===== config.mk =====
export PLATFORM = sky130hd
export DESIGN_NAME = apb_cmd_sequencer_flat
export DESIGN_NICKNAME = d
export VERILOG_FILES = /design/src/rtl/apb_cmd_sequencer_pkg.sv /design/src/rtl/apb_cmd_sequencer_if.sv /design/src/rtl/apb_cmd_fifo.sv /design/src/rtl/apb_cmd_sequencer.sv /design/src/flat_wrapper.sv
export SDC_FILE = /design/constraint.sdc
export NUM_CORES = 1
export LEC_CHECK = 0
export ABC_CLOCK_PERIOD_IN_PS = 3800
export CAP_MARGIN = 20
export CORE_MARGIN = 2
export CORE_UTILIZATION = 56
export CTS_BUF_LIST = sky130_fd_sc_hd__clkbuf_4
export CTS_CLUSTER_DIAMETER = 120
export DETAILED_ROUTE_END_ITERATION = 8
export GPL_TIMING_DRIVEN = 0
export HOLD_SLACK_MARGIN = 0.02
export PLACE_DENSITY = 0.95
export SLEW_MARGIN = 5
export SYNTH_ARGS = -nofsm -noshare
export SYNTH_HDL_FRONTEND = slang
export SYNTH_SLANG_ARGS = --single-unit

===== constraint.sdc =====
create_clock -name clk -period 3.8 [get_ports clk]
set_clock_uncertainty 0.2 [all_clocks]
set_input_delay 0.76 -clock clk [delete_from_list [all_inputs] [get_ports clk]]
set_output_delay 0.76 -clock clk [all_outputs]
set_load 0.01 [all_outputs]

===== src/rtl/apb_cmd_sequencer_pkg.sv =====
// Shared types for the APB command sequencer: data-size codes, FSM states and
// the queued command record.
package apb_seq_pkg;

  localparam int SEQ_ADDR_W = 32;
  localparam int SEQ_DATA_W = 32;

  typedef enum logic [1:0] {
    FULLWORD = 2'd0,
    HALFWORD = 2'd1,
    BYTE     = 2'd2
  } dsel_type;

  // Code 3 has no enum member; it is the size the bridge cannot perform.
  localparam logic [1:0] DSEL_ILLEGAL = 2'd3;

  typedef enum logic [1:0] {
    IDLE   = 2'd0,
    SETUP  = 2'd1,
    ACCESS = 2'd2,
    RESP   = 2'd3
  } seq_state_t;

  typedef struct packed {
    logic                  wr;
    logic [1:0]            dsel;
    logic [SEQ_ADDR_W-1:0] addr;
    logic [SEQ_DATA_W-1:0] wdata;
  } cmd_t;

  function automatic logic dsel_legal(input logic [1:0] d);
    return d != DSEL_ILLEGAL;
  endfunction

endpackage


===== src/rtl/apb_cmd_sequencer_if.sv =====
// Master-side signal bundle between the command sequencer and apb_bridge.
interface apb_cmd_sequencer_if #(
  parameter int ADDR_WIDTH = 32,
  parameter int DATA_WIDTH = 32
);
  logic                  trnsfr;
  logic                  wr;
  logic [1:0]            dsel;
  logic [ADDR_WIDTH-1:0] address;
  logic [DATA_WIDTH-1:0] data_in;
  logic                  br_ready;
  logic                  br_slverr;
  logic [DATA_WIDTH-1:0] data_out;

  // Request is held (trnsfr, wr, dsel, address, data_in stable) until the
  // bridge answers with a one-cycle br_ready; br_slverr/data_out valid with it.
  modport master (
    output trnsfr, wr, dsel, address, data_in,
    input  br_ready, br_slverr, data_out
  );

  modport slave (
    input  trnsfr, wr, dsel, address, data_in,
    output br_ready, br_slverr, data_out
  );
endinterface


===== src/rtl/apb_cmd_fifo.sv =====
// Synchronous command FIFO; pointers wrap naturally because depth is a power of two.
module apb_cmd_fifo
  import apb_seq_pkg::*;
#(
  parameter int FIFO_DEPTH = 4
) (
  input  logic                          clk,
  input  logic                          rst,
  input  logic                          push,
  input  logic                          pop,
  input  cmd_t                          wdata,
  output cmd_t                          rdata,
  output logic                          full,
  output logic                          empty,
  output logic [$clog2(FIFO_DEPTH):0]   level
);

  localparam int AW = $clog2(FIFO_DEPTH);
  localparam int LW = AW + 1;

  cmd_t          mem [FIFO_DEPTH];
  logic [AW-1:0] wr_ptr;
  logic [AW-1:0] rd_ptr;
  logic [LW-1:0] count;
  logic          do_push;
  logic          do_pop;

  assign full    = (count == LW'(FIFO_DEPTH));
  assign empty   = (count == '0);
  assign level   = count;
  assign rdata   = mem[rd_ptr];
  assign do_push = push && !full;
  assign do_pop  = pop && !empty;

  always_ff @(posedge clk) begin
    if (do_push) begin
      mem[wr_ptr] <= wdata;
    end
  end

  always_ff @(posedge clk) begin
    if (rst) begin
      wr_ptr <= '0;
      rd_ptr <= '0;
      count  <= '0;
    end else begin
      if (do_push) wr_ptr <= wr_ptr + 1'b1;
      if (do_pop)  rd_ptr <= rd_ptr + 1'b1;
      case ({do_push, do_pop})
        2'b10:   count <= count + 1'b1;
        2'b01:   count <= count - 1'b1;
        default: count <= count;
      endcase
    end
  end

endmodule


===== src/rtl/apb_cmd_sequencer.sv =====
// Queues single read/write commands and replays each onto the apb_bridge
// master inputs, returning one in-order response per command.
module apb_cmd_sequencer
  import apb_seq_pkg::*;
#(
  parameter int ADDR_WIDTH = SEQ_ADDR_W,
  parameter int DATA_WIDTH = SEQ_DATA_W,
  parameter int FIFO_DEPTH = 4,
  parameter int TIMEOUT    = 16
) (
  input  logic                          clk,
  input  logic                          rst,
  // Command port: a command transfers on an edge where cmd_valid && cmd_ready.
  input  logic                          cmd_valid,
  output logic                          cmd_ready,
  input  logic                          cmd_wr,
  input  logic [1:0]                    cmd_dsel,
  input  logic [ADDR_WIDTH-1:0]         cmd_addr,
  input  logic [DATA_WIDTH-1:0]         cmd_wdata,
  apb_cmd_sequencer_if.master           bus,
  output logic                          rsp_valid,
  output logic                          rsp_wr,
  output logic [DATA_WIDTH-1:0]         rsp_rdata,
  output logic                          rsp_err,
  output logic                          rsp_timeout,
  output logic [$clog2(FIFO_DEPTH):0]   fifo_level,
  output logic                          busy,
  output seq_state_t                    state_dbg
);

  localparam int CW = $clog2(TIMEOUT + 1);

  seq_state_t    state;
  seq_state_t    state_nxt;
  cmd_t          head;
  cmd_t          cur;
  cmd_t          cmd_in;
  logic          full;
  logic          empty;
  logic          fifo_push;
  logic          fifo_pop;
  logic          load;
  logic          fin_ok;
  logic          fin_tmo;
  logic          fin_ill;
  logic [CW-1:0] cnt;

  assign cmd_in    = '{wr: cmd_wr, dsel: cmd_dsel, addr: cmd_addr, wdata: cmd_wdata};
  assign fifo_push = cmd_valid && !full;
  assign cmd_ready = !full;

  apb_cmd_fifo #(.FIFO_DEPTH(FIFO_DEPTH)) u_fifo (
    .clk   (clk),
    .rst   (rst),
    .push  (fifo_push),
    .pop   (fifo_pop),
    .wdata (cmd_in),
    .rdata (head),
    .full  (full),
    .empty (empty),
    .level (fifo_level)
  );

  // IDLE and RESP share the head-load decision so back-to-back commands
  // skip IDLE and sustain one command per three cycles.
  always_comb begin
    state_nxt = state;
    fifo_pop  = 1'b0;
    load      = 1'b0;
    fin_ok    = 1'b0;
    fin_tmo   = 1'b0;
    fin_ill   = 1'b0;
    case (state)
      IDLE, RESP: begin
        state_nxt = IDLE;
        if (!empty) begin
          load = 1'b1;
          if (dsel_legal(head.dsel)) begin
            state_nxt = SETUP;
          end else begin
            fifo_pop  = 1'b1;
            fin_ill   = 1'b1;
            state_nxt = RESP;
          end
        end
      end
      SETUP: state_nxt = ACCESS;
      ACCESS: begin
        if (bus.br_ready) begin
          fifo_pop  = 1'b1;
          fin_ok    = 1'b1;
          state_nxt = RESP;
        end else if (cnt == CW'(TIMEOUT - 1)) begin
          fifo_pop  = 1'b1;
          fin_tmo   = 1'b1;
          state_nxt = RESP;
        end
      end
      default: state_nxt = IDLE;
    endcase
  end

  always_ff @(posedge clk) begin
    if (rst) begin
      state <= IDLE;
    end else begin
      state <= state_nxt;
    end
  end

  always_ff @(posedge clk) begin
    if (rst) begin
      cur         <= '0;
      cnt         <= '0;
      rsp_wr      <= 1'b0;
      rsp_rdata   <= '0;
      rsp_err     <= 1'b0;
      rsp_timeout <= 1'b0;
    end else begin
      if (load) cur <= head;
      // Counter saturates at TIMEOUT so a stuck ACCESS can never wrap it.
      if (state == SETUP) begin
        cnt <= '0;
      end else if (state == ACCESS && cnt != CW'(TIMEOUT)) begin
        cnt <= cnt + 1'b1;
      end
      if (fin_ok) begin
        rsp_wr      <= cur.wr;
        rsp_rdata   <= (cur.wr || bus.br_slverr) ? '0 : bus.data_out;
        rsp_err     <= bus.br_slverr;
        rsp_timeout <= 1'b0;
      end else if (fin_tmo) begin
        rsp_wr      <= cur.wr;
        rsp_rdata   <= '0;
        rsp_err     <= 1'b1;
        rsp_timeout <= 1'b1;
      end else if (fin_ill) begin
        rsp_wr      <= head.wr;
        rsp_rdata   <= '0;
        rsp_err     <= 1'b1;
        rsp_timeout <= 1'b0;
      end
    end
  end

  assign bus.trnsfr  = (state == SETUP) || (state == ACCESS);
  assign bus.wr      = cur.wr;
  assign bus.dsel    = cur.dsel;
  assign bus.address = cur.addr;
  assign bus.data_in = cur.wdata;
  assign rsp_valid   = (state == RESP);
  assign busy        = (state != IDLE) || !empty;
  assign state_dbg   = state;

endmodule


===== src/flat_wrapper.sv =====
// flat-port wrapper written by rule: the top's interface ports become plain ports
module apb_cmd_sequencer_flat import apb_seq_pkg::*;
#(
  parameter int ADDR_WIDTH = SEQ_ADDR_W,
  parameter int DATA_WIDTH = SEQ_DATA_W,
  parameter int FIFO_DEPTH = 4,
  parameter int TIMEOUT    = 16
)
  (clk, rst, cmd_valid, cmd_ready, cmd_wr, cmd_dsel, cmd_addr, cmd_wdata, rsp_valid, rsp_wr, rsp_rdata, rsp_err, rsp_timeout, fifo_level, busy, state_dbg, bus_trnsfr, bus_wr, bus_dsel, bus_address, bus_data_in, bus_br_ready, bus_br_slverr, bus_data_out);
  apb_cmd_sequencer_if #(.ADDR_WIDTH(ADDR_WIDTH), .DATA_WIDTH(DATA_WIDTH)) bus_i ();
  input  logic clk;
  input  logic rst;
  input  logic cmd_valid;
  output logic cmd_ready;
  input  logic cmd_wr;
  input  logic [1:0] cmd_dsel;
  input  logic [ADDR_WIDTH-1:0] cmd_addr;
  input  logic [DATA_WIDTH-1:0] cmd_wdata;
  output logic rsp_valid;
  output logic rsp_wr;
  output logic [DATA_WIDTH-1:0] rsp_rdata;
  output logic rsp_err;
  output logic rsp_timeout;
  output logic [$clog2(FIFO_DEPTH):0] fifo_level;
  output logic busy;
  output seq_state_t state_dbg;
  output wire logic [$bits(bus_i.trnsfr)-1:0] bus_trnsfr;
  output wire logic [$bits(bus_i.wr)-1:0] bus_wr;
  output wire logic [$bits(bus_i.dsel)-1:0] bus_dsel;
  output wire logic [$bits(bus_i.address)-1:0] bus_address;
  output wire logic [$bits(bus_i.data_in)-1:0] bus_data_in;
  input wire logic [$bits(bus_i.br_ready)-1:0] bus_br_ready;
  input wire logic [$bits(bus_i.br_slverr)-1:0] bus_br_slverr;
  input wire logic [$bits(bus_i.data_out)-1:0] bus_data_out;
  assign bus_trnsfr = bus_i.trnsfr;
  assign bus_wr = bus_i.wr;
  assign bus_dsel = bus_i.dsel;
  assign bus_address = bus_i.address;
  assign bus_data_in = bus_i.data_in;
  assign bus_i.br_ready = bus_br_ready;
  assign bus_i.br_slverr = bus_br_slverr;
  assign bus_i.data_out = bus_data_out;
  apb_cmd_sequencer #(.ADDR_WIDTH(ADDR_WIDTH), .DATA_WIDTH(DATA_WIDTH), .FIFO_DEPTH(FIFO_DEPTH), .TIMEOUT(TIMEOUT)) u_core (.clk(clk), .rst(rst), .cmd_valid(cmd_valid), .cmd_ready(cmd_ready), .cmd_wr(cmd_wr), .cmd_dsel(cmd_dsel), .cmd_addr(cmd_addr), .cmd_wdata(cmd_wdata), .bus(bus_i), .rsp_valid(rsp_valid), .rsp_wr(rsp_wr), .rsp_rdata(rsp_rdata), .rsp_err(rsp_err), .rsp_timeout(rsp_timeout), .fifo_level(fifo_level), .busy(busy), .state_dbg(state_dbg));
endmodule

# Word-level counts from Yosys, hierarchy flattened
# Memory sizes are Yosys's and may differ from the RTL's. A register that Yosys moved wholly into a read port is not among the register bits.
# Index checks and enable logic that the tools add are counted.
[totals]
inputBits = 104
regBits = 116
mem_bits_rw = 268
rom_bits = 0
mem_count = 1
wordCells = 81
latch_bits = 0
out_inout_bits = 111
[classes]
n_shift = 0
bitwise = 0
mul = 0
n_div = 0
n_reduce_logical = 18
n_addsub = 5
mux = 34
eq_ne = 10
order_cmp = 0
[mem_list]
columns = ["memory", "words", "width", "read_ports", "rd_clocked_by_memory_dff", "wr", "line", "source"]
rows = [
  ["u_core.u_fifo.mem", 4, 67, 1, 1, 1, "apb_cmd_fifo.sv:21", "cmd_t mem [FIFO_DEPTH];"],
]
[ops]
columns = ["op", "n"]
rows = [
  ["2-to-1 mux 32 bit", 4],
  ["2-to-1 mux 1 bit", 21],
  ["2-to-1 mux 2 bit", 6],
  ["== test 2 bit, second input constant", 3],
  ["case mux 2 bit (3 select lines)", 1],
  ["case mux 3 bit (2 select lines)", 1],
  ["nonzero test 2 bit", 3],
  ["OR reduction 2 bit", 3],
  ["adder 5 x 1 -> 5 bit, second input constant", 1],
  ["== test 5 x 4 -> 1 bit, second input constant", 1],
  ["inequality test 5 bit, second input constant", 1],
  ["adder 2 x 1 -> 2 bit, second input constant", 2],
  ["== test 2 x 1 -> 1 bit, second input constant", 2],
  ["logical AND 1 bit", 4],
  ["adder 3 x 1 -> 3 bit, second input constant", 1],
  ["== test 3 bit, second input constant", 1],
  ["logical NOT 3 bit", 1],
  ["logical OR 1 bit", 3],
  ["inequality test 3 x 2 -> 1 bit, second input constant", 1],
  ["nonzero test 3 bit", 1],
  ["subtractor 3 x 1 -> 3 bit, second input constant", 1],
  ["logical NOT 1 bit", 2],
  ["logical NOT 2 bit", 1],
  ["inequality test 2 bit, second input constant", 1],
  ["case mux 1 bit (2 select lines)", 1],
]

# Logic depth before layout (Yosys ltp)
[logic_depth]
ltp_word = 7
ltp_mapped = 11
mapped_depth_nobuf = 11

# Cells and area by module
# From an unflattened synthesis, not the netlist that was laid out.
[unflattened]
hier_cells = 837
area_unflattened_um2 = 14111.0
[by_module_without_submodules]
columns = ["mod", "area_each_um2", "n_inst", "seq_area_each_um2", "cells_per_inst"]
rows = [
  ["apb_cmd_fifo", 10172.3, 1, 8227.9, 404],
  ["apb_cmd_sequencer", 3938.8, 1, 2182.1, 433],
]

# Least setup slack after synthesis
# Ideal clock, no wire load.
[synth_path]
path_type = "in2reg"
from = "input cmd_valid"
to = "memory u_core.u_fifo.mem[2][0] in the netlist's numbering (enable)"
stages = 1
arrival_time_ps = 2382
t_required_ps = 3167
setup_slack_ps = 785
path_buffers = 0
setup_time_ps = 433
cell_sequence = "and3_1"
[synth_via]
elab_chain_cells = 4
[synth_rtl]
columns = ["item", "line", "source"]
rows = [
  ["start, declared", "flat_wrapper.sv:13", "input logic cmd_valid;"],
  ["logical AND 1 bit", "apb_cmd_sequencer.sv:49", "assign fifo_push = cmd_valid && !full;"],
  ["logical AND 1 bit", "apb_cmd_fifo.sv:32", "assign do_push = push && !full;"],
  ["2-to-1 mux 1 bit", "apb_cmd_fifo.sv:36", "if (do_push) begin"],
  ["2-to-1 mux 1 bit (not written as such)", "apb_cmd_fifo.sv:37", "mem[wr_ptr] <= wdata;"],
  ["end, declared", "apb_cmd_fifo.sv:21", ""],
]
# No other way between the ends.

# Worst setup path in the final report
[layout_path]
from = "register u_core.u_fifo.count[0], in the netlist u_core.u_fifo.level[0]"
to = "output busy"
[layout_via]
elab_chain_cells = 3
[layout_rtl]
columns = ["item", "line", "source"]
rows = [
  ["start, declared", "apb_cmd_fifo.sv:24", "logic [LW-1:0] count;"],
  ["start signal, assigned", "apb_cmd_fifo.sv:50", "2'b10: count <= count + 1'b1;"],
  ["start signal, assigned", "apb_cmd_fifo.sv:51", "2'b01: count <= count - 1'b1;"],
  ["start signal, assigned", "apb_cmd_fifo.sv:52", "default: count <= count;"],
  ["logical NOT 3 bit", "apb_cmd_fifo.sv:29", "assign empty = (count == '0);"],
  ["logical NOT 1 bit", "--", ""],
  ["logical OR 1 bit", "apb_cmd_sequencer.sv:152", "assign busy = (state != IDLE) || !empty;"],
  ["end, declared", "flat_wrapper.sv:25", "output logic busy;"],
]
# No other way between the ends.

==> reports/metrics.cfg <==
[timing]
finalCriticalPeriod_ns = 3.331
setup_tns_ns = 0
hold_viol = 0
tightest_slew_ns = 0.7915
holdWs_ns = 0.2552
grt_setup_unrepaired = false
fin_crit_sh_pct = 87.65
finalSetupViolCount = 0
max_freq_mhz = 300.2
drv_slew = 0
max_slew_margin_pct = 46.75

[synth]
yosysSeqAreaShare_pct = 74.74
yosysTopAreaCell = edfxtp_1
ys.flop_type = edfxtp_1
async_flop_share_pct = 0
netlist.area_leader.share_pct = 57.78
yosysMostFrequentCell = edfxtp_1
synth-seq-cells = 386
synth_area_um2 = 13930
synth_edf_count = 268
syn_avg_cell_area_um2 = 16.84
ys_warn_count = 0
synth_cell_type_count = 40
synth_nets = 944
synth_cells = 827
synth_area_leaders = edfxtp_1 (58%), dfxtp_1 (17%), mux4_2 (11%)
netlist_top_cells_count = edfxtp_1 (268), nand2_1 (141), dfxtp_1 (118)

[power]
powerDensity_nw_per_um2 = 676.8
ir_worst_vdd_mv = 0.3854
cellLeakagePower_nw = 6.041

[critical_path]
slowest_delay_ns = 0.62
cp.arrival_ns = 2.37
path_max_fanout = 6
path_cells = nor3_1 > nand2_1 > clkdlybuf4s50_1
required_ns = 2.84
r2r_slack_ns = 0.72
critPathCaptureType = output port
worstSetupPathType = flip-flop to output port
crit_path_start_kind = flip-flop
cpMaxStageDelayCell = nor3_1

[route]
via_per_inst = 5.486
routed-via-count = 8454
drtIter0Drc = 480
route.detailed.drc = 0
wire_per_inst_um = 20.02
routed_wl_mm = 30.85
dr.pass1.iters = 7
ant_nets = 0

[cells_and_area]
area_growth_pct = 27.91
fin_nets = 1257
post-route-util_pct = 73.04
drive_gt1_share_pct = 20.15
fill_cells = 1492

[floorplanning]
die-height_um = 161.7
die_w_um = 161.7
io_pins = 215
initial_core_util_pct = 57.10
core_area_um2 = 24390
rows = 57
dieArea_um2 = 26150

[clock_network]
worstSkewPairLatency_ns = 0.72
clock_tree.buffer_depth = 3
hold_buffers = 0
clock-root-buffer = clkbuf_4
clk_pin_slew_ns = 0.07
cts_tree = built
htree_levels = 3
cts_sinks = 386
cts_resized = 0
cts_buffers = 94
post-cts-setup-buffers = 0

[placement]
port_buffers = 213
place_congestion = 0.7932
dp_hpwl_mm = 19.92

[grt]
globalRouteOverflowTotal = 0
grt_pass1_wl_mm = 47.31
gr-usage-all-layers_pct = 23.90
grt_max_degree = 39
antenna_found_initial = 2
grt_pass1_vias = 8933

[run]
cap_violations = 0

[status]
status = complete, no violations

[min_path]
min_path_type = flip-flop to flip-flop

## through the flow
stage / total power [mW] / std cells / setup slack (ns) / instance area [um2]
after floorplan: 7.205 / 827 / 0.7853 / 13930
after global placement: 8.610 / 1364 / -0.8758 / 16470
after detailed placement: 8.763 / 1368 / 0.4369 / 16570
after CTS: 12.18 / 1540 / 0.4329 / 17810
after global routing: 12.70 / 1541 / 0.2717 / 17820
final: 12.06 / 1541 / 0.4694 / 17820
## registers in the layout, summed over array words and instances (netlist names), named ones only
| register | flops |
|---|---|
| u_core.bus.wr | 1 |
| u_core.u_fifo.wr_ptr | 2 |
| u_core.bus.data_in | 32 |
| u_core.rsp_timeout | 1 |
| u_core.cnt | 5 |
| u_core.rsp_rdata | 32 |
| u_core.u_fifo.rd_ptr | 2 |
| u_core.u_fifo.mem | 268 |
| u_core.bus.dsel | 2 |
| u_core.state_dbg | 2 |
| u_core.u_fifo.level | 3 |
| u_core.rsp_wr | 1 |
| u_core.bus.address | 32 |
| u_core.rsp_err | 1 |
## logic make-up after synthesis
group                    count (synthesis)  share of synthesized area, %
flip-flops                             386                         74.74
XOR/XNOR                                 6                        0.3774
AND/OR/NAND/NOR                        178                         5.453
multiplexers                            71                         11.13
adder cells (fa/ha/maj)                 13                         1.222
AO/OA/AOI/OAI                          117                         5.282
buffers and inverters                   56                         1.797
## cell type report
class / count / area (um2) / share of cell area [%]
tap: 324 / 405.4 / 2.275
clock buffer: 147 / 1104 / 6.194
timing repair buffer: 217 / 2212 / 12.42
buffer: 47 / 216.5 / 1.215
sequential: 386 / 10410 / 58.43
clock inverter: 25 / 143.9 / 0.8076
multi-input combinational: 385 / 3288 / 18.46
antenna: 1 / 2.502 / 0.01405
inverter: 9 / 33.78 / 0.1896
## routing by layer
layer / GRT usage (%) / share of wire (%) / wire (um)
met1: 28.12 / 37 / 11570
met2: 41.90 / 52 / 15900
met3: 7.329 / 9.1 / 2792
met4: 8.488 / 1.9 / 571
met5: 0 / 0.042 / 13
## path summary, 6_finish.rpt
kind,startpoint,to,cells after the start
setup reg to reg,u_core.cnt[0]$_SDFFE_PP0P_,u_core.u_fifo.level[2]$_SDFFE_PP0P_,11
hold / removal,u_core.bus.address[31]$_SDFFE_PP0P_,u_core.bus.address[31]$_SDFFE_PP0P_,2
setup / recovery,u_core.u_fifo.level[0]$_SDFFE_PP0P_,busy,3
hold reg to reg,u_core.bus.address[31]$_SDFFE_PP0P_,u_core.bus.address[31]$_SDFFE_PP0P_,2
## power by group
part	switching (mW)	internal [mW]	leakage [nW]
Sequential	0.305	5.13	3.42
Clock	1.58	1.83	0.734
Combinational	1.73	1.48	1.89
## worst max-delay path: cells and delay by family, from the launching register on
kind                   cells  cell delay (ns)
and+or+nand+nor            2             0.76
buffers and inverters      1             0.52
DFF                        1             0.38
## cell usage in the layout (no fill, tap or decap), drive strengths merged, types with 5 or more instances in the layout
| cell type | instances |
|---|---|
| a21oi | 71 |
| a22o | 32 |
| and3 | 5 |
| buf | 27 |
| clkbuf | 171 |
| clkdlybuf4s50 | 213 |
| clkinv | 20 |
| dfxtp | 118 |
| edfxtp | 268 |
| ha | 12 |
| inv | 10 |
| mux4 | 67 |
| nand2 | 141 |
| nor2 | 12 |
| nor3 | 6 |
No activity file was read; power rests on OpenSTA's default activity.
==> variant 1, RTL diff (same settings) <==
Set the package constant `SEQ_ADDR_W` to 16 (it was 32).
--- a/src/rtl/apb_cmd_sequencer_pkg.sv
+++ b/src/rtl/apb_cmd_sequencer_pkg.sv
@@ -2,7 +2,7 @@
 // the queued command record.
 package apb_seq_pkg;
 
-  localparam int SEQ_ADDR_W = 32;
+  localparam int SEQ_ADDR_W = 16;
   localparam int SEQ_DATA_W = 32;
 
   typedef enum logic [1:0] {
Ports: changed (resized bus_address and cmd_addr); port bits go from 215 to 183. The function was not compared with the original's and may differ.
==> variant 1 against the original RTL <==
Sequential cell count fell by 80. Cell area down 20%. Total power is 20% lower. Combinational power down 21%. Critical path depth unchanged. Synthesized area shrank 20%. Clock power decreased by 19%. Worst hold slack got worse by 0.0022 ns. Core utilization grew 0.35 points. Die area down 20%. Via count fell by 20%. Setup slack better by 0.20 ns. Wire length down 23%.
==> variant 1: results (changes against the original RTL) <==
| Metric | Value |
|---|---|
| Post-cts resize count | 0 (unchanged) |
| Post-synth net total | 775 (was 944) |
| First-pass GRT wire length | 35600 um (was 47300 um) |
| GPL Wtd Cong | 0.747 (was 0.793) |
| Total number of vias | 6758 (was 8454) |
| Leakage | 4.92 nW (was 6.04 nW) |
| H-tree Lvls | 3 (unchanged) |
| Non-filler cells in the finished layout | 1260 (was 1541) |
| Cells after DPL | 1122 (was 1368) |
| Largest register FFs | 204 (was 268) |
| Largest net degree at the start of global routing | 52 (was 39) |
| Nets@finish | 1035 (was 1257) |
| DR WL met2 | 12000 um (was 15900 um) |
| Buffer depth of the longest clock path | 3 (unchanged) |
| Global router's overall resource usage | 22.9% (was 23.9%) |
| Post-DP HPWL | 15300 um (was 19900 um) |
| Worst-path fanout max | 6 (unchanged) |
| Port-buffer cells | 181 (was 213) |
| 1st-iter DRT viols | 352 (was 480) |
| GR Layer Usage met1 | 25.3% (was 28.1%) |
| Post-CTS setup repair buffer count | 0 (unchanged) |
| Clk Tree Root Cell | clkbuf_4 (unchanged) |
| Placed instance area | 0.0133 mm^2 (was 0.0166 mm^2) |
| Sequential area share after synthesis | 73.7% (was 74.7%) |
| Antenna Cells | 0 (was 1) |
| Synth async-reset ratio | 0% (unchanged) |
| Clock transition at path regs | approximately 0.06 ns |
| Later-pin clock latency in the skew report | 0.68 ns (was 0.72 ns) |
| GRT met2 Usage | 40.8% (was 41.9%) |
| Routed len/inst | 18.8 um (was 20.0 um) |
| Synth area leaders | edfxtp_1, dfxtp_1, mux4_2, nand2_1, a22o_1 (was edfxtp_1, dfxtp_1, mux4_2, nand2_1, a21oi_1) |
| Cts bufs inserted | 75 (was 94) |
| CP arrival | 2.17 ns (was 2.37 ns) |
| Met3 WL | 2260 um (was 2790 um) |
| Max incr delay on CP | 0.54 ns (was 0.62 ns) |
| Commonest cells post-synth | edfxtp_1, nand2_1, dfxtp_1 (unchanged) |
| Yosys cell types | 40 (unchanged) |
| Layout cells sized above 1 | 19.8% (was 20.1%) |
| Antenna violations before repair | 2 (unchanged) |
| Met3 Usage GRT | 7.24% (was 7.33%) |
| Initial DRT Pass Iterations | 5 (was 7) |
| EDFF count, synth | 204 (was 268) |
| Crit-path slowest cell | nor3_1 (unchanged) |
| Met1 WL | 8800 um (was 11600 um) |
| Status | finished clean (unchanged) |
| Worst hold path class | reg2reg (unchanged) |
| Synth warn | 0 (unchanged) |
| Top sig layer | met5 (unchanged) |
| Vias in the first global route | 7040 (was 8933) |
| Slew @ Worst Pin | 0.816 ns (was 0.791 ns) |
| Avg Inst Size Synth | 16.4 um^2 (was 16.8 um^2) |
| Worst vdd ir | 0.414 mV (was 0.385 mV) |
==> variant 1: kinds of logic after synthesis <==
group                      synth area share [%]
DFF                                        73.7
AOI/OAI and AO/OA                          5.79
xor gates and xnor gates                  0.474
adders and majority gates                  1.54
muxes                                      10.7
buffers and inverters                      1.97
and+or+nand+nor                            5.76
==> variant 1: area by class of cell <==
type | count | area (um^2)
Multi-Input combinational cell | 321 | 2710
Buffer | 38 | 184
Clock buffer | 123 | 923
Fill cell | 1204 | 5180
Inverter | 9 | 33.8
Timing Repair Buffer | 183 | 1850
Sequential cell | 306 | 8170
Tap cell | 265 | 332
Clock inverter | 15 | 86.3
==> variant 1: through the flow <==
| stage | hold slack [ns] | util [%] | setup WS [ns] | setup TNS [ns] |
|---|---|---|---|---|
| 2_1_floorplan | 0.269 | - | 0.927 | 0 |
| 3_3_place_gp | 0.242 | 67.9 | -0.247 | -44.08 |
| 3_5_place_dp | 0.248 | 68.2 | 0.438 | 0 |
| 4_1_cts | 0.257 | 73.4 | 0.626 | 0 |
| 5_1_grt | 0.271 | 73.4 | 0.410 | 0 |
| 6_report | 0.253 | 73.4 | 0.665 | 0 |
==> variant 1: path summary, 6_finish.rpt <==
path                           from                      to  slack [ns]  cells past startpoint
min reg2reg   u_core.bus.address[9]   u_core.bus.address[9]        0.25                      2
min           u_core.bus.address[9]   u_core.bus.address[9]        0.25                      2
max          u_core.u_fifo.level[0]                    busy        0.67                      3
max reg2reg           u_core.cnt[1]  u_core.u_fifo.level[2]        0.71                     11
==> variant 1: where the power goes <==
part,internal [mW],leakage [nW],switching [mW]
clock network,1.53,0.606,1.24
registers,4.05,2.70,0.239
logic,1.18,1.61,1.34
total,6.77,4.92,2.82
==> variant 2, RTL diff (config.mk and constraints unchanged) <==
Made on the original files. Reset style: asynchronous (`rst`), changed in 3 clocked blocks.
--- a/src/rtl/apb_cmd_fifo.sv
+++ b/src/rtl/apb_cmd_fifo.sv
@@ -38,7 +38,7 @@
     end
   end
 
-  always_ff @(posedge clk) begin
+  always_ff @(posedge clk or posedge rst) begin
     if (rst) begin
       wr_ptr <= '0;
       rd_ptr <= '0;
--- a/src/rtl/apb_cmd_sequencer.sv
+++ b/src/rtl/apb_cmd_sequencer.sv
@@ -100,7 +100,7 @@
     endcase
   end
 
-  always_ff @(posedge clk) begin
+  always_ff @(posedge clk or posedge rst) begin
     if (rst) begin
       state <= IDLE;
     end else begin
@@ -108,7 +108,7 @@
     end
   end
 
-  always_ff @(posedge clk) begin
+  always_ff @(posedge clk or posedge rst) begin
     if (rst) begin
       cur         <= '0;
       cnt         <= '0;
Formal check against the unedited RTL: differs if rst is asserted again (counterexample within 4 cycles, from zero or initial values and one cycle with rst high); with rst held inactive, the same outputs for 4 cycles.
==> variant 2 against the original RTL <==
Die area grew 2.1%. Cell area increased by 2.2%. Sequential power increased by 16%. Wire length fell by 4.5%. Clock power about the same. Final cell count decreased by 10%. Critical path depth stayed put. Sequential cell count fell by 2. Non-clock buffer count is 15 lower. Setup slack improved by 0.25 ns. Fmax increased by 8.2%. Sequential share of layout area up 1.7 points. Total power up 27%. Synthesized area increased by 2.1%.
==> variant 2: results (changes against the original RTL) <==
| Metric | Value |
|---|---|
| Non-filler cells in the finished layout | 1380 (was 1541) |
| Global router's overall resource usage | 22.7% (was 23.9%) |
| FILL cells | 1443 (was 1492) |
| Synth async-reset ratio | 30.2% (was 0%) |
| Vias in the first global route | 8421 (was 8933) |
| Cts bufs inserted | 93 (was 94) |
| Later-pin clock latency in the skew report | 0.68 ns (was 0.72 ns) |
| Final Critical Period | 3.08 ns (was 3.33 ns) |
| Antenna violations before repair | 3 (was 2) |
| Post-Place Setup Slack | 0.442 ns (was 0.437 ns) |
| Post-synth net total | 774 (was 944) |
| CP arrival | 2.12 ns (was 2.37 ns) |
| Worst vdd ir | 0.467 mV (was 0.385 mV) |
| Max incr delay on CP | 0.50 ns (was 0.62 ns) |
| Worst-path fanout max | 5 (was 6) |
| Layout cells sized above 1 | 30.8% (was 20.1%) |
| 1st-iter DRT viols | 407 (was 480) |
| Worst R2R End | u_core.u_fifo.level[2] (unchanged) |
| GPL Wtd Cong | 0.721 (was 0.793) |
| Crit-path slowest cell | clkdlybuf4s50_1 (was nor3_1) |
| First-pass GRT wire length | 45300 um (was 47300 um) |
| Status | finished clean (unchanged) |
| Nets@finish | 1090 (was 1257) |
| PD cells | 840 mW/mm^2 (was 677 mW/mm^2) |
| Commonest cells post-synth | edfxtp_1, dfrtp_1, mux2_2 (was edfxtp_1, nand2_1, dfxtp_1) |
| Cells after DPL | 1208 (was 1368) |
| Comb group | 5.61 mW (was 3.21 mW) |
| Seq. pwr | 6.29 mW (was 5.44 mW) |
| Initial DRT Pass Iterations | 5 (was 7) |
| Sequential area share after synthesis | 77.0% (was 74.7%) |
| Worst hold path class | in2async (was reg2reg) |
-- variant 2: cell count changes after synthesis, sizes merged, moves of 7 or more --
cell and change:
a21oi -69, nand2 -137, dfrtp +116, dfxtp -118
mux2 +69, clkbuf -12, buf -7
-- variant 2: area by class of cell --
cell class	count	area (um^2)	share of cell area [%]
well taps	330	413	2.27
plain buffers	28	136	0.749
diodes	2	5.00	0.0275
repair buffers	221	2300	12.6
clock inverters	21	131	0.721
clock buffers	149	1120	6.14
multi-input cells	231	3110	17.1
flip-flops and latches	384	11000	60.1
inverters	14	56.3	0.309
-- variant 2: cell families (layout without fill, tap and decap cells) --
logic type | Yosys count | after routing | share of synthesized area, %
fa+ha+maj | 13 | 13 | 1.20
flops | 384 | 384 | 77.0
compound gates | 42 | 42 | 2.55
mux | 140 | 140 | 16.4
xor+xnor | 9 | 9 | 0.554
buf+inv | 42 | 433 | 1.33
simple gates | 27 | 27 | 1.04
other cells | 0 | 2 | 0
-- variant 2: critical path, delay by kind of cell, from the launching register on --
| kind | cells | cell delay (ns) |
|---|---|---|
| DFF | 1 | 0.44 |
| buffers and inverters | 1 | 0.50 |
| and+or+nand+nor | 2 | 0.55 |
-- variant 2: worst min path at each step --
stage / start / to / slack (ns)
CTS: rst / u_core.rsp_rdata[11] / 0.15
detailed placement: u_core.rsp_rdata[28] / u_core.rsp_rdata[28] / 0.28
finish: rst / u_core.rsp_rdata[11] / 0.22
floorplan: u_core.cnt[4] / u_core.cnt[4] / 0.32
global route: rst / u_core.rsp_rdata[21] / 0.17
global placement: u_core.rsp_rdata[5] / u_core.rsp_rdata[5] / 0.28
-- variant 2: metal layers --
layer	vias up	wire, um	global-route usage, %
li1	3358	-	-
met1	3868	11100	27.3
met2	315	15400	39.2
met3	57	2310	6.98
met4	2	633	7.76
met5	-	16	0
